## src/rtl/vga_timing_pkg.sv

```systemverilog
// rtl/vga_timing_pkg.sv - 640x480@60 timing constants and scheduler state encoding
package vga_timing_pkg;

  localparam int H_VISIBLE = 640;
  localparam int H_FRONT   = 16;
  localparam int H_SYNC    = 96;
  localparam int H_BACK    = 48;
  localparam int H_TOTAL   = H_VISIBLE + H_FRONT + H_SYNC + H_BACK;

  localparam int V_VISIBLE = 480;
  localparam int V_FRONT   = 10;
  localparam int V_SYNC    = 2;
  localparam int V_BACK    = 33;
  localparam int V_TOTAL   = V_VISIBLE + V_FRONT + V_SYNC + V_BACK;

  // Sync active level: 0 means active-low pulses.
  localparam logic SYNC_POL = 1'b0;

  localparam int FRAME_W = 8;

  // Scheduler states, kept as plain constants for legacy tools.
  typedef logic [0:0] sched_state_t;
  localparam sched_state_t IDLE = 1'b0;
  localparam sched_state_t REQ  = 1'b1;

endpackage

```

## src/rtl/vga_axis_counter.sv

```systemverilog
// rtl/vga_axis_counter.sv - wrapping raster axis counter with next-count window decode
module vga_axis_counter #(
  parameter int TOTAL      = 800,
  parameter int SYNC_START = 656,
  parameter int SYNC_END   = 752,
  parameter int VISIBLE    = 640
) (
  input  logic       clk,
  input  logic       rst,
  input  logic       step,
  output logic [9:0] count,
  output logic [9:0] next_count,
  output logic       wrap,
  output logic       sync_win,
  output logic       visible_win
);

  localparam logic [9:0] LAST   = 10'(TOTAL - 1);
  localparam logic [9:0] SYNC_S = 10'(SYNC_START);
  localparam logic [9:0] SYNC_E = 10'(SYNC_END);
  localparam logic [9:0] VIS    = 10'(VISIBLE);

  // Windows decode the value the counter is about to take, so a register
  // stage in the parent lines the flags up with the displayed count.
  always_comb begin
    wrap        = step && (count == LAST);
    next_count  = wrap ? 10'd0 : (step ? count + 10'd1 : count);
    sync_win    = (next_count >= SYNC_S) && (next_count < SYNC_E);
    visible_win = (next_count < VIS);
  end

  // Counter register.
  always_ff @(posedge clk) begin
    if (rst) begin
      count <= 10'd0;
    end else begin
      count <= next_count;
    end
  end

endmodule

```

## src/rtl/vga_frame_scheduler.sv

```systemverilog
// rtl/vga_frame_scheduler.sv - VGA raster timing plus one animation request per frame in vblank
module vga_frame_scheduler #(
  parameter int   H_VISIBLE = vga_timing_pkg::H_VISIBLE,
  parameter int   H_FRONT   = vga_timing_pkg::H_FRONT,
  parameter int   H_SYNC    = vga_timing_pkg::H_SYNC,
  parameter int   H_BACK    = vga_timing_pkg::H_BACK,
  parameter int   V_VISIBLE = vga_timing_pkg::V_VISIBLE,
  parameter int   V_FRONT   = vga_timing_pkg::V_FRONT,
  parameter int   V_SYNC    = vga_timing_pkg::V_SYNC,
  parameter int   V_BACK    = vga_timing_pkg::V_BACK,
  parameter logic SYNC_POL  = vga_timing_pkg::SYNC_POL,
  parameter int   FRAME_W   = vga_timing_pkg::FRAME_W
) (
  input  logic               clk,
  input  logic               rst,
  input  logic               pause,
  input  logic               anim_ack,
  input  logic               overrun_clr,
  output logic [9:0]         hpos,
  output logic [9:0]         vpos,
  output logic               hsync,
  output logic               vsync,
  output logic               display_on,
  output logic               line_start,
  output logic               frame_start,
  output logic               vblank,
  output logic               anim_req,
  output logic [FRAME_W-1:0] frame_cnt,
  output logic               anim_overrun
);

  import vga_timing_pkg::*;

  localparam int H_TOTAL = H_VISIBLE + H_FRONT + H_SYNC + H_BACK;
  localparam int V_TOTAL = V_VISIBLE + V_FRONT + V_SYNC + V_BACK;
  localparam logic [9:0] V_VIS_L = 10'(V_VISIBLE);

  if (H_TOTAL > 1024 || V_TOTAL > 1024) begin : g_total_check
    $error("vga_frame_scheduler: raster totals exceed the 10-bit counter range");
  end

  logic [9:0]   h_next, v_next;
  logic         h_wrap, v_wrap;
  logic         h_sync_win, v_sync_win, h_vis, v_vis;
  logic         vb_start_n, deadline_n, overrun_set;
  sched_state_t state;

  vga_axis_counter #(
    .TOTAL      (H_TOTAL),
    .SYNC_START (H_VISIBLE + H_FRONT),
    .SYNC_END   (H_VISIBLE + H_FRONT + H_SYNC),
    .VISIBLE    (H_VISIBLE)
  ) u_h_counter (
    .clk         (clk),
    .rst         (rst),
    .step        (1'b1),
    .count       (hpos),
    .next_count  (h_next),
    .wrap        (h_wrap),
    .sync_win    (h_sync_win),
    .visible_win (h_vis)
  );

  vga_axis_counter #(
    .TOTAL      (V_TOTAL),
    .SYNC_START (V_VISIBLE + V_FRONT),
    .SYNC_END   (V_VISIBLE + V_FRONT + V_SYNC),
    .VISIBLE    (V_VISIBLE)
  ) u_v_counter (
    .clk         (clk),
    .rst         (rst),
    .step        (h_wrap),
    .count       (vpos),
    .next_count  (v_next),
    .wrap        (v_wrap),
    .sync_win    (v_sync_win),
    .visible_win (v_vis)
  );

  // Scheduler events, decoded on the position about to be shown; a vertical
  // wrap is exactly the step into (0,0), which ends the blanking window.
  always_comb begin
    vb_start_n  = (h_next == 10'd0) && (v_next == V_VIS_L);
    deadline_n  = v_wrap;
    overrun_set = (state == REQ) && !anim_ack && deadline_n;
  end

  // Registered raster flags, aligned with hpos/vpos of the same cycle.
  always_ff @(posedge clk) begin
    if (rst) begin
      hsync       <= ~SYNC_POL;
      vsync       <= ~SYNC_POL;
      display_on  <= 1'b0;
      line_start  <= 1'b0;
      frame_start <= 1'b0;
      vblank      <= 1'b0;
    end else begin
      hsync       <= h_sync_win ? SYNC_POL : ~SYNC_POL;
      vsync       <= v_sync_win ? SYNC_POL : ~SYNC_POL;
      display_on  <= h_vis && v_vis;
      line_start  <= (h_next == 10'd0);
      frame_start <= v_wrap;
      vblank      <= !v_vis;
    end
  end

  // Request FSM: raise at vblank start unless paused, drop on ack or deadline.
  always_ff @(posedge clk) begin
    if (rst) begin
      state     <= IDLE;
      anim_req  <= 1'b0;
      frame_cnt <= '0;
    end else if (state == IDLE) begin
      if (vb_start_n && !pause) begin
        state     <= REQ;
        anim_req  <= 1'b1;
        frame_cnt <= frame_cnt + FRAME_W'(1);
      end
    end else begin
      if (anim_ack || deadline_n) begin
        state    <= IDLE;
        anim_req <= 1'b0;
      end
    end
  end

  // Sticky overrun flag; a new miss beats a simultaneous clear.
  always_ff @(posedge clk) begin
    if (rst) begin
      anim_overrun <= 1'b0;
    end else if (overrun_set) begin
      anim_overrun <= 1'b1;
    end else if (overrun_clr) begin
      anim_overrun <= 1'b0;
    end
  end

endmodule

```

## config.mk

```make
export PLATFORM = sky130hd
export DESIGN_NAME = vga_frame_scheduler
export DESIGN_NICKNAME = d
export VERILOG_FILES = /design/src/rtl/vga_timing_pkg.sv /design/src/rtl/vga_axis_counter.sv /design/src/rtl/vga_frame_scheduler.sv
export SDC_FILE = /design/constraint.sdc
export NUM_CORES = 1
export LEC_CHECK = 0
export ABC_AREA = 1
export BUFFER_PORTS_ARGS = -buffer_cell sky130_fd_sc_hd__buf_2
export CORE_AREA = 3 3 96 98
export DETAILED_ROUTE_END_ITERATION = 8
export DIE_AREA = 0 0 99 101
export GPL_ROUTABILITY_DRIVEN = 1
export HOLD_SLACK_MARGIN = 0.03
export PLACE_DENSITY = 0.41
export SLEW_MARGIN = 20
export SYNTH_ARGS = -nofsm -noshare
export SYNTH_HDL_FRONTEND = slang
export SYNTH_SLANG_ARGS = --single-unit
```

## constraint.sdc

```tcl
create_clock -name clk -period 5.9 [get_ports clk]
set_input_delay 0.295 -clock clk [delete_from_list [all_inputs] [get_ports clk]]
set_output_delay 0.295 -clock clk [all_outputs]
set_load 0.05 [all_outputs]
```

==> flow_metrics.env <==
export IMPL_status="complete, no violations"
export IMPL_worstPathMaxFanout=15
export IMPL_cts_tree="built"
export IMPL_slew_headroom_pct=64.1
export IMPL_syn_nets=321
export IMPL_place_worst_setup_slack_ns=3.22
export IMPL_cts_buffers=5
export IMPL_fin_crit_ns=2.65
export IMPL_portBuffers=40
export IMPL_maxCapViolCount=0
export IMPL_slowest_stage="dfxtp_1"
export IMPL_hold_class="primary input to flip-flop"
export IMPL_die_h_um=101
export IMPL_area_growth_pct=19.6
export IMPL_cts_repair_resized=0
export IMPL_crit_chain="ha_1 -> nand4_2 -> nor2_4 -> nand2_1 -> nand3_1 -> nand2_1 -> nor2_2 -> nand2_2 -> nor2_4 -> nand2_1 -> o21ai_0 -> nor2_1"
export IMPL_final_cells=461
export IMPL_clock_latency_ns=0.29
export IMPL_drt_total_wl_um=5360
export IMPL_post_cts_buffers=0
export IMPL_period_share_pct=45.0
export IMPL_arrival_ns=2.85
export IMPL_drt_iter0_drc=64
export IMPL_max_freq_mhz=377
export IMPL_layout_commonest_cell="nand2_1"
export IMPL_required_ns=6.09
export IMPL_reg2reg_slack_ns=3.25
export IMPL_hold_violations=0
export IMPL_gr_total_overflow=0
export IMPL_syn_area_per_cell_sq_um=6.71
export IMPL_power_leakage_nw=1.17
export IMPL_worstMarginPinSlew_ns=0.539
export IMPL_ir_drop_uv=101
export IMPL_start_util_pct=24.4
export IMPL_root_buffer="clkbuf_8"
export IMPL_yosys_warnings=0
export IMPL_drive_gt1_share_pct=21.0
export IMPL_drt_pass1_iterations=4
export IMPL_gp_congestion=0.808
export IMPL_coreArea_sq_um=8550
export IMPL_path_common_cell="nand2_1"
export IMPL_synthesis_area_sq_um=2090
export IMPL_dp_hpwl_um=4160
export IMPL_hold_start="anim_ack"
export IMPL_post_place_cells=453
export IMPL_final_antenna_net_count=0
export IMPL_rsz0062_at_grt="false"
export IMPL_startpoint_type="flip-flop"
export IMPL_clkTransAtPathRegs_ns=0.08
export IMPL_wl_per_cell_um=11.6
export IMPL_cts_buffer_depth=2
export IMPL_holdBufCountCts=0
export IMPL_ys_types=30
export IMPL_ys_seq_elements=37
export IMPL_nNetsFinal=362
export IMPL_slew_violations=0
export IMPL_num_fill_cells=951
export IMPL_p_per_area_nw_per_um2=203
export IMPL_fp_dieArea_sq_um=10000
export IMPL_setup_ws_ns=3.25
export IMPL_layout_common_cells="nand2_1 (79), inv_1 (47), nor2_1 (45)"
export IMPL_grt_start_max_net_pins=29
export IMPL_setup_tns_final_ns=0
export IMPL_crit_start="u_h_counter.count[0]$_SDFF_PP0_"
export IMPL_setup_viol=0
export IMPL_grt_pass1_vias=2004
export IMPL_clock_skew_ns=0.00735
export IMPL_netlist_instances=311
export IMPL_ioPinCount=41
export IMPL_vias_per_cell=4.30
export IMPL_critPathCaptureType="flip-flop"
export IMPL_numClockSinks=37
export IMPL_grt_pass1_wl_um=9320
export IMPL_path_class="flip-flop to flip-flop"
export IMPL_grt_total_usage_pct=11.4
export IMPL_antenna_found_initial=0
export IMPL_rr_startpoint="u_h_counter.count[0]$_SDFF_PP0_"
export IMPL_num_rows=34
export IMPL_drc=0
export IMPL_die_width_um=99
export IMPL_synth_seq_area_share_pct=35.5
export IMPL_antenna_cells=0
export IMPL_cpPeakStageDelay_ns=0.52
export IMPL_vias=1984
export IMPL_h_tree_depth=2
synth_stat cells, drive strengths merged:
cell type,count,area [sq um]
a21oi,4,20.0
nor4,2,12.5
inv,48,180
buf,3,30.0
ha,5,62.6
nor2,54,245
clkbuf,3,11.3
nand3,28,170
o21ai,8,43.8
nand2,86,345
nand3b,3,22.5
nor3,8,40.0
a211oi,1,7.51
clkinv,1,3.75
o21bai,1,7.51
or2,1,6.26
dfxtp,37,741
o41ai,1,8.76
and2,1,6.26
nand4,10,68.8
xor2,6,52.6
report_power, final:
| part | switching (mW) | internal [mW] |
|---|---|---|
| Sequential | 0.00317 | 0.252 |
| Combinational | 0.0193 | 0.00639 |
| Clock | 0.0982 | 0.127 |
cell families (layout without fill, tap and decap cells):
logic type | after synthesis | in the layout | synth area share, %
AO/OA/AOI/OAI | 15 | 15 | 4.20
XOR/XNOR | 6 | 6 | 2.52
adder cells (fa/ha/maj) | 5 | 5 | 3.00
buffers and inverters | 55 | 97 | 10.8
flip-flops | 37 | 37 | 35.5
AND/OR/NAND/NOR | 193 | 193 | 44.0
flip-flops by register name (all words and copies together), names as in the netlist:
| name | cells |
|---|---|
| anim_overrun | 1 |
| u_h_counter.count | 10 |
| line_start | 1 |
| vblank | 1 |
| frame_cnt | 8 |
| u_v_counter.count | 10 |
| vsync | 1 |
| frame_start | 1 |
| display_on | 1 |
| state | 1 |
| hsync | 1 |
| anim_req | 1 |
worst max-delay path: cells and delay by family (launching register included):
family          cells  cell delay, ns
flops               1            0.52
compound gates      1            0.19
simple gates       10            1.57
fa+ha+maj           1            0.30
layout make-up:
type,count,area (sq um),area share (%)
Tap cell,108,135,5.42
Timing Repair Buffer,40,200,8.02
Clock inverter,3,46.3,1.86
Inverter,49,184,7.37
Clock buffer,5,68.8,2.76
Sequential cell,37,741,29.7
Multi-Input combinational cell,219,1120,44.9
per-stage QoR:
stage	area, sq um	power [mW]	hold WS [ns]	utilization, %
2_1_floorplan	2090	0.280	0.398	-
3_3_place_gp	2380	0.287	0.493	27.8
3_5_place_dp	2380	0.287	0.493	27.8
4_1_cts	2490	0.517	0.212	29.2
5_1_grt	2490	0.531	0.219	29.2
6_report	2490	0.505	0.217	29.2
final timing paths:
kind / end / cells after the start
worst max-delay path: frame_cnt[1]$_SDFFE_PP0P_ / 12
worst min-delay path: anim_overrun$_SDFFE_PP0P_ / 2
worst max register to register: frame_cnt[1]$_SDFFE_PP0P_ / 12
worst min register to register: state$_SDFF_PP0_ / 2
metal layers:
metal / vias up / track usage, % / routed length (um)
li1: 1051 / - / -
met1: 886 / 14.2 / 2500
met2: 37 / 19.3 / 2530
met3: 10 / 2.84 / 240
met4: 0 / 3.78 / 87
met5: - / 0 / 0
(Power assumes the default switching activity.)
